==> src/rtl/kp_pkg.sv <==
// kp_pkg: shared types and width helper for the keypad matrix scanner
package kp_pkg;
   typedef enum logic [1:0] {IDLE, DB_PRESS, PRESSED, DB_RELEASE} kp_state_e;
   typedef enum logic [1:0] {NONE, SINGLE, MULTI} frame_res_e;
   function automatic int kw(input int rows, input int cols);
      return rows * cols > 1 ? $clog2(rows * cols) : 1;
   endfunction
endpackage

==> src/rtl/kp_col_driver.sv <==
// kp_col_driver: column slot timer, one-hot column drive and sample/frame-end strobes
module kp_col_driver #(
   parameter int COLS       = 4,
   parameter int SCAN_DIV   = 50000,
   parameter int ACTIVE_LOW = 1
) (
   input  logic                    clk,
   input  logic                    rst,
   output logic [COLS-1:0]         scan_out,
   output logic [$clog2(COLS)-1:0] col_idx,
   output logic                    sample_stb,
   output logic                    frame_end
);
   localparam int TW = $clog2(SCAN_DIV);
   localparam int CW = $clog2(COLS);
   logic [TW-1:0]   timer;
   logic [COLS-1:0] one_hot;
   always_ff @(posedge clk) begin
      if (rst) begin
         timer   <= '0;
         col_idx <= '0;
      end else begin
         timer <= sample_stb ? '0 : timer + 1'b1;
         if (sample_stb) col_idx <= col_idx == CW'(COLS - 1) ? '0 : col_idx + 1'b1;
      end
   end
   // rows are sampled in the last cycle of a slot to give the lines time to settle
   always_comb begin
      sample_stb = timer == TW'(SCAN_DIV - 1);
      frame_end  = sample_stb && col_idx == CW'(COLS - 1);
      one_hot    = COLS'(1) << col_idx;
      scan_out   = ACTIVE_LOW != 0 ? ~one_hot : one_hot;
   end
endmodule

==> src/rtl/keypad_matrix_scanner.sv <==
// keypad_matrix_scanner: column-scanned keypad with frame-level debounce, one pulse per accepted press
module keypad_matrix_scanner
   import kp_pkg::*;
#(
   parameter int ROWS       = 4,
   parameter int COLS       = 4,
   parameter int SCAN_DIV   = 50000,
   parameter int DEBOUNCE   = 4,
   parameter int ACTIVE_LOW = 1
) (
   input  logic                       clk,
   input  logic                       rst,
   input  logic [ROWS-1:0]            scan_in,
   output logic [COLS-1:0]            scan_out,
   output logic [kw(ROWS, COLS)-1:0]  key_code,
   output logic                       key_valid,
   output logic                       key_held,
   output logic                       multi_err
);
   localparam int KW = kw(ROWS, COLS);
   localparam int CW = $clog2(COLS);
   localparam int SW = $clog2(DEBOUNCE + 1);
   logic [CW-1:0]   col_idx;
   logic            sample_stb, frame_end;
   logic [ROWS-1:0] pressed;
   logic [1:0]      col_cnt, acc_cnt, tot_cnt;
   logic [2:0]      sum_cnt;
   logic [KW-1:0]   col_code, acc_code, tot_code;
   frame_res_e      res;
   kp_state_e       state, state_n;
   logic [KW-1:0]   cand, cand_n, code_n;
   logic [SW-1:0]   stab, stab_n, stab_inc;
   logic            valid_n, held_n, merr_n, single, match;
   kp_col_driver #(.COLS(COLS), .SCAN_DIV(SCAN_DIV), .ACTIVE_LOW(ACTIVE_LOW)) u_col (
      .clk(clk), .rst(rst), .scan_out(scan_out), .col_idx(col_idx),
      .sample_stb(sample_stb), .frame_end(frame_end)
   );
   // key count saturates at 2: anything beyond "more than one" is just multi
   always_comb begin
      pressed  = ACTIVE_LOW != 0 ? ~scan_in : scan_in;
      col_cnt  = '0;
      col_code = '0;
      for (int r = ROWS - 1; r >= 0; r--)
         if (pressed[r]) begin
            col_cnt  = col_cnt == 2'd2 ? col_cnt : col_cnt + 1'b1;
            col_code = KW'(r * COLS + int'(col_idx));
         end
      sum_cnt  = {1'b0, acc_cnt} + {1'b0, col_cnt};
      tot_cnt  = sum_cnt >= 3'd2 ? 2'd2 : sum_cnt[1:0];
      tot_code = acc_cnt != 2'd0 ? acc_code : col_code;
      res      = tot_cnt == 2'd0 ? NONE : (tot_cnt == 2'd1 ? SINGLE : MULTI);
   end
   always_ff @(posedge clk) begin
      if (rst) begin
         acc_cnt  <= '0;
         acc_code <= '0;
      end else if (sample_stb) begin
         acc_cnt  <= frame_end ? '0 : tot_cnt;
         acc_code <= frame_end ? '0 : tot_code;
      end
   end
   always_comb begin
      single   = res == SINGLE;
      match    = single && tot_code == cand;
      stab_inc = stab == SW'(DEBOUNCE) ? stab : stab + 1'b1;
      state_n  = state;
      cand_n   = cand;
      stab_n   = stab;
      code_n   = key_code;
      valid_n  = 1'b0;
      held_n   = key_held;
      merr_n   = multi_err;
      if (frame_end) begin
         merr_n = res == MULTI;
         case (state)
            IDLE: if (single) begin
               cand_n  = tot_code;
               stab_n  = SW'(1);
               state_n = DB_PRESS;
               if (DEBOUNCE == 1) begin
                  state_n = PRESSED;
                  code_n  = tot_code;
                  valid_n = 1'b1;
                  held_n  = 1'b1;
               end
            end
            DB_PRESS: if (match) begin
               stab_n = stab_inc;
               if (stab_inc == SW'(DEBOUNCE)) begin
                  state_n = PRESSED;
                  code_n  = cand;
                  valid_n = 1'b1;
                  held_n  = 1'b1;
               end
            end else if (single) begin
               cand_n = tot_code;
               stab_n = SW'(1);
            end else begin
               state_n = IDLE;
               stab_n  = '0;
            end
            PRESSED: if (!match) begin
               state_n = DB_RELEASE;
               stab_n  = SW'(1);
               if (DEBOUNCE == 1) begin
                  state_n = IDLE;
                  held_n  = 1'b0;
                  stab_n  = '0;
               end
            end
            DB_RELEASE: if (match) begin
               state_n = PRESSED;
               stab_n  = '0;
            end else begin
               stab_n = stab_inc;
               if (stab_inc == SW'(DEBOUNCE)) begin
                  state_n = IDLE;
                  held_n  = 1'b0;
                  stab_n  = '0;
               end
            end
            default: state_n = IDLE;
         endcase
      end
   end
   always_ff @(posedge clk) begin
      if (rst) begin
         state     <= IDLE;
         cand      <= '0;
         stab      <= '0;
         key_code  <= '0;
         key_valid <= 1'b0;
         key_held  <= 1'b0;
         multi_err <= 1'b0;
      end else begin
         state     <= state_n;
         cand      <= cand_n;
         stab      <= stab_n;
         key_code  <= code_n;
         key_valid <= valid_n;
         key_held  <= held_n;
         multi_err <= merr_n;
      end
   end
endmodule

==> config.mk <==
export PLATFORM = sky130hd
export DESIGN_NAME = keypad_matrix_scanner
export DESIGN_NICKNAME = d
export VERILOG_FILES = /design/src/rtl/kp_pkg.sv /design/src/rtl/kp_col_driver.sv /design/src/rtl/keypad_matrix_scanner.sv
export SDC_FILE = /design/constraint.sdc
export NUM_CORES = 1
export LEC_CHECK = 0
export ABC_AREA = 1
export BUFFER_PORTS_ARGS = -buffer_cell sky130_fd_sc_hd__buf_2
export CAP_MARGIN = 20
export CORE_MARGIN = 2
export CORE_UTILIZATION = 65
export DETAILED_ROUTE_END_ITERATION = 16
export PLACE_DENSITY = 0.94
export SYNTH_ARGS = -nofsm -noshare
export SYNTH_HDL_FRONTEND = slang
export SYNTH_HIERARCHICAL = 1
export SYNTH_SLANG_ARGS = --single-unit
==> constraint.sdc <==
create_clock -name clk -period 6.52 [get_ports clk]
set_clock_uncertainty 0.05 [all_clocks]
set_input_delay 1.304 -clock clk [delete_from_list [all_inputs] [get_ports clk]]
set_output_delay 1.304 -clock clk [all_outputs]
set_load 0.02 [all_outputs]
==> run metrics <==
Ys Warns=6; DP Wirelength=about 3.9 mm; Root Buffer=clkbuf_8; post-synth top area cell=dfxtp_1; Crit path largest cell delay=between 0.5 and 0.6 ns; Leak=0.00112 uW; Distinct cells, synth=37; buffer count from post-CTS setup fixing=0; maxcap violations=0; Final ANT Viol Nets=0; CP max stage cell=fa_1; routed length per instance=about 12 um; setup TNS=0 ns; # DRC=0; top cell type's share of synthesized area=30.5%; first-pass GRT wire length=just under 9 mm; HP Class=reg -> reg; ant diodes=0; crit-path max FO=5; minimum clock period after layout=3.89 ns; routed vias=2377; register bit count reported by yosys=40; Detailed Route WL=about 5.3 mm; Avg Cell Area, Syn=7.15 um^2; post-cts sizing count=0; VDD IR-drop max=117 uV; endpoints failing hold=0; crit end category=register; Buf+Inv Stages, Crit Path=6; final cycle utilization of the critical path=around 60%; clk sinks=40; GP Congestion=between 0.9 and 1; most frequent CP cell=inv_1; Core ar.=between 0.003 and 0.004 mm^2; sequential area share after synthesis=a little under a third; unrepaired setup endpoints after global routing=false; worst endpoint required time=between 6 and 7 ns; initial antenna violation count=0; most area-consuming cells after synthesis=dfxtp_1 31%, nand2_1 11%, inv_1 7.6%; Max Slew Vio Count=0; cell area after synthesis=0.00263 mm^2; H-tree Lvls=2; hold slack=between 0.4 and 0.5 ns; Clock transition at path regs=0.09 ns; status=finished clean; vias per inst=about 5.4; Top-Level Pins=17; Mapped Nets=between 300 and 400; CP Launch Type=primary input; clk buf depth=2; vias in the first global route=2191; area grow syn2layout=7.72%; die height=slightly below 70 um; fmax=around 0.26 GHz; initial DRC count=177; die area=~0.0046 mm^2; Post-Synthesis Cells=between 300 and 400; CTS Hold Buffers Added=0; std cell rows=23; largest net degree at the start of global routing=19; Slew headroom=60.5%; clk_lat worst skew=0.31 ns; Initial Utilization=roughly 67%; critical setup path kind=in -> reg; critical path's top delay family=adder cells; # setup viols final=0; Data arrival, critical path=approximately 4.1 ns; PD cells=between 150 and 200 mW/mm^2; CP Cell Sequence=buf_2, inv_1, ha_1, mux2i_1, ha_1, nor2_1, a21oi_1, ha_1, inv_1, fa_1, nand3_1, inv_1, nand2_1, inv_1, nand3_2, nand2_4, nand2_4, nand3_2, nand2_1, inv_1, nor2_2; Die Wd=67.6 um; global route total overflow=0; CTS buffer count=5; total track usage=roughly 26%; fraction of layout cells with a size suffix above 1=a little over a fifth; Worst-Margin Slew=0.590 ns; 1st-pass router iterations=5; fin nets=about 410; CTS tree=done; port bufs=16
sequential cells by signal (all words and copies together), names as in the netlist, named ones only:
register       flops
stab               3
key_held           1
cand               4
u_col/timer       16
multi_err          1
acc_cnt            2
state              1
acc_code           4
key_valid          1
u_col/col_idx      2
key_code           4
synth_stat cells:
cell type,count
a31oi_1,2
inv_1,53
buf_12,1
dfxtp_1,40
xor2_1,5
a21boi_0,2
nand2_1,76
o21ai_1,3
nand4_1,9
nor2_2,17
xnor2_1,1
or2_2,1
buf_1,1
nor3_1,1
a22oi_1,1
a211oi_2,4
o21ai_4,1
nor2_4,4
nor2_8,1
ha_1,13
o2111ai_1,1
clkbuf_1,1
nand2_4,12
inv_2,5
a21oi_2,2
nand3_4,1
a21oi_1,24
nand2_2,8
nor2_1,42
buf_2,1
o21ai_0,3
or2_1,1
nand3_1,23
nand3_2,4
mux2i_1,1
clkinv_2,1
fa_1,1
final timing paths:
kind,start,to,slack (ns),cells after the start
worst min-delay path,key_code[1],key_code[1],0.42,2
worst max register to register,u_col/timer[0],register,3.80,13
worst min register to register,key_code[1],key_code[1],0.42,2
worst max-delay path,scan_in[2],register,2.63,21
worst register-to-register path: stages (launching register included):
cell and delay, ns:
dfxtp_1 0.43, ha_1 0.31, nand3_2 0.15, inv_1 0.18
nand3_1 0.14, nor2_1 0.48, inv_1 0.13, a31oi_1 0.23
nand2_1 0.17, nor2_2 0.14, nand3_2 0.08, nand2_1 0.07
inv_1 0.04, nor2_2 0.06
cell families after synthesis:
kind of cell | Yosys count | synth area share, %
DFF | 40 | 30.5
muxes | 1 | 0.381
xor gates and xnor gates | 6 | 2.00
and+or+nand+nor | 200 | 39.8
adders and majority gates | 14 | 6.96
AOI/OAI and AO/OA | 43 | 10.6
buffers and inverters | 63 | 9.72
power breakdown:
part / switching, uW / internal (uW)
sequential: 1.90 / 246
combinational: 20.8 / 10.0
clock: 93.0 / 84.6
total: 116 / 340
per-layer routing:
layer,track usage (%),wire [um],vias to the layer above,share of wire (%)
met4,13.3,143,0,2.7
met1,29.1,2280,1072,43
li1,-,-,1197,-
met3,6.83,332,16,6.2
met2,43.3,2560,92,48
met5,0,0,-,0
placed cells by master, fill, tap and decap left out, drive strengths merged:
cell type	Yosys	final
a211oi	4	4
a21boi	2	2
a21oi	26	26
a22oi	1	1
a31oi	2	2
buf	3	16
clkbuf	1	6
clkinv	1	3
dfxtp	40	40
fa	1	1
ha	13	13
inv	58	58
mux2i	1	1
nand2	96	96
nand3	28	28
nand4	9	9
nor2	64	64
nor3	1	1
o2111ai	1	1
o21ai	7	7
or2	2	2
xnor2	1	1
xor2	5	5
through the flow:
step / area, um^2 / instances / setup slack (ns) / total power (uW) / util (%)
2_1_floorplan: 2630 / 367 / 2.75 / 278 / -
3_3_place_gp: 2740 / 429 / 2.48 / 283 / 69.4
3_5_place_dp: 2740 / 429 / 2.34 / 284 / 69.4
4_1_cts: 2830 / 437 / 2.64 / 456 / 71.7
5_1_grt: 2830 / 437 / 2.38 / 470 / 71.7
6_report: 2830 / 437 / 2.63 / 456 / 71.7
layout make-up:
cell class	count	area (um^2)
fillers	296	1110
inverters	59	223
flip-flops and latches	40	801
multi-input cells	264	1570
well taps	50	62.6
repair buffers	16	80.1
clock buffers	6	82.6
clock inverters	2	10.0
Note: power is estimated with default switching activity, not from simulation.
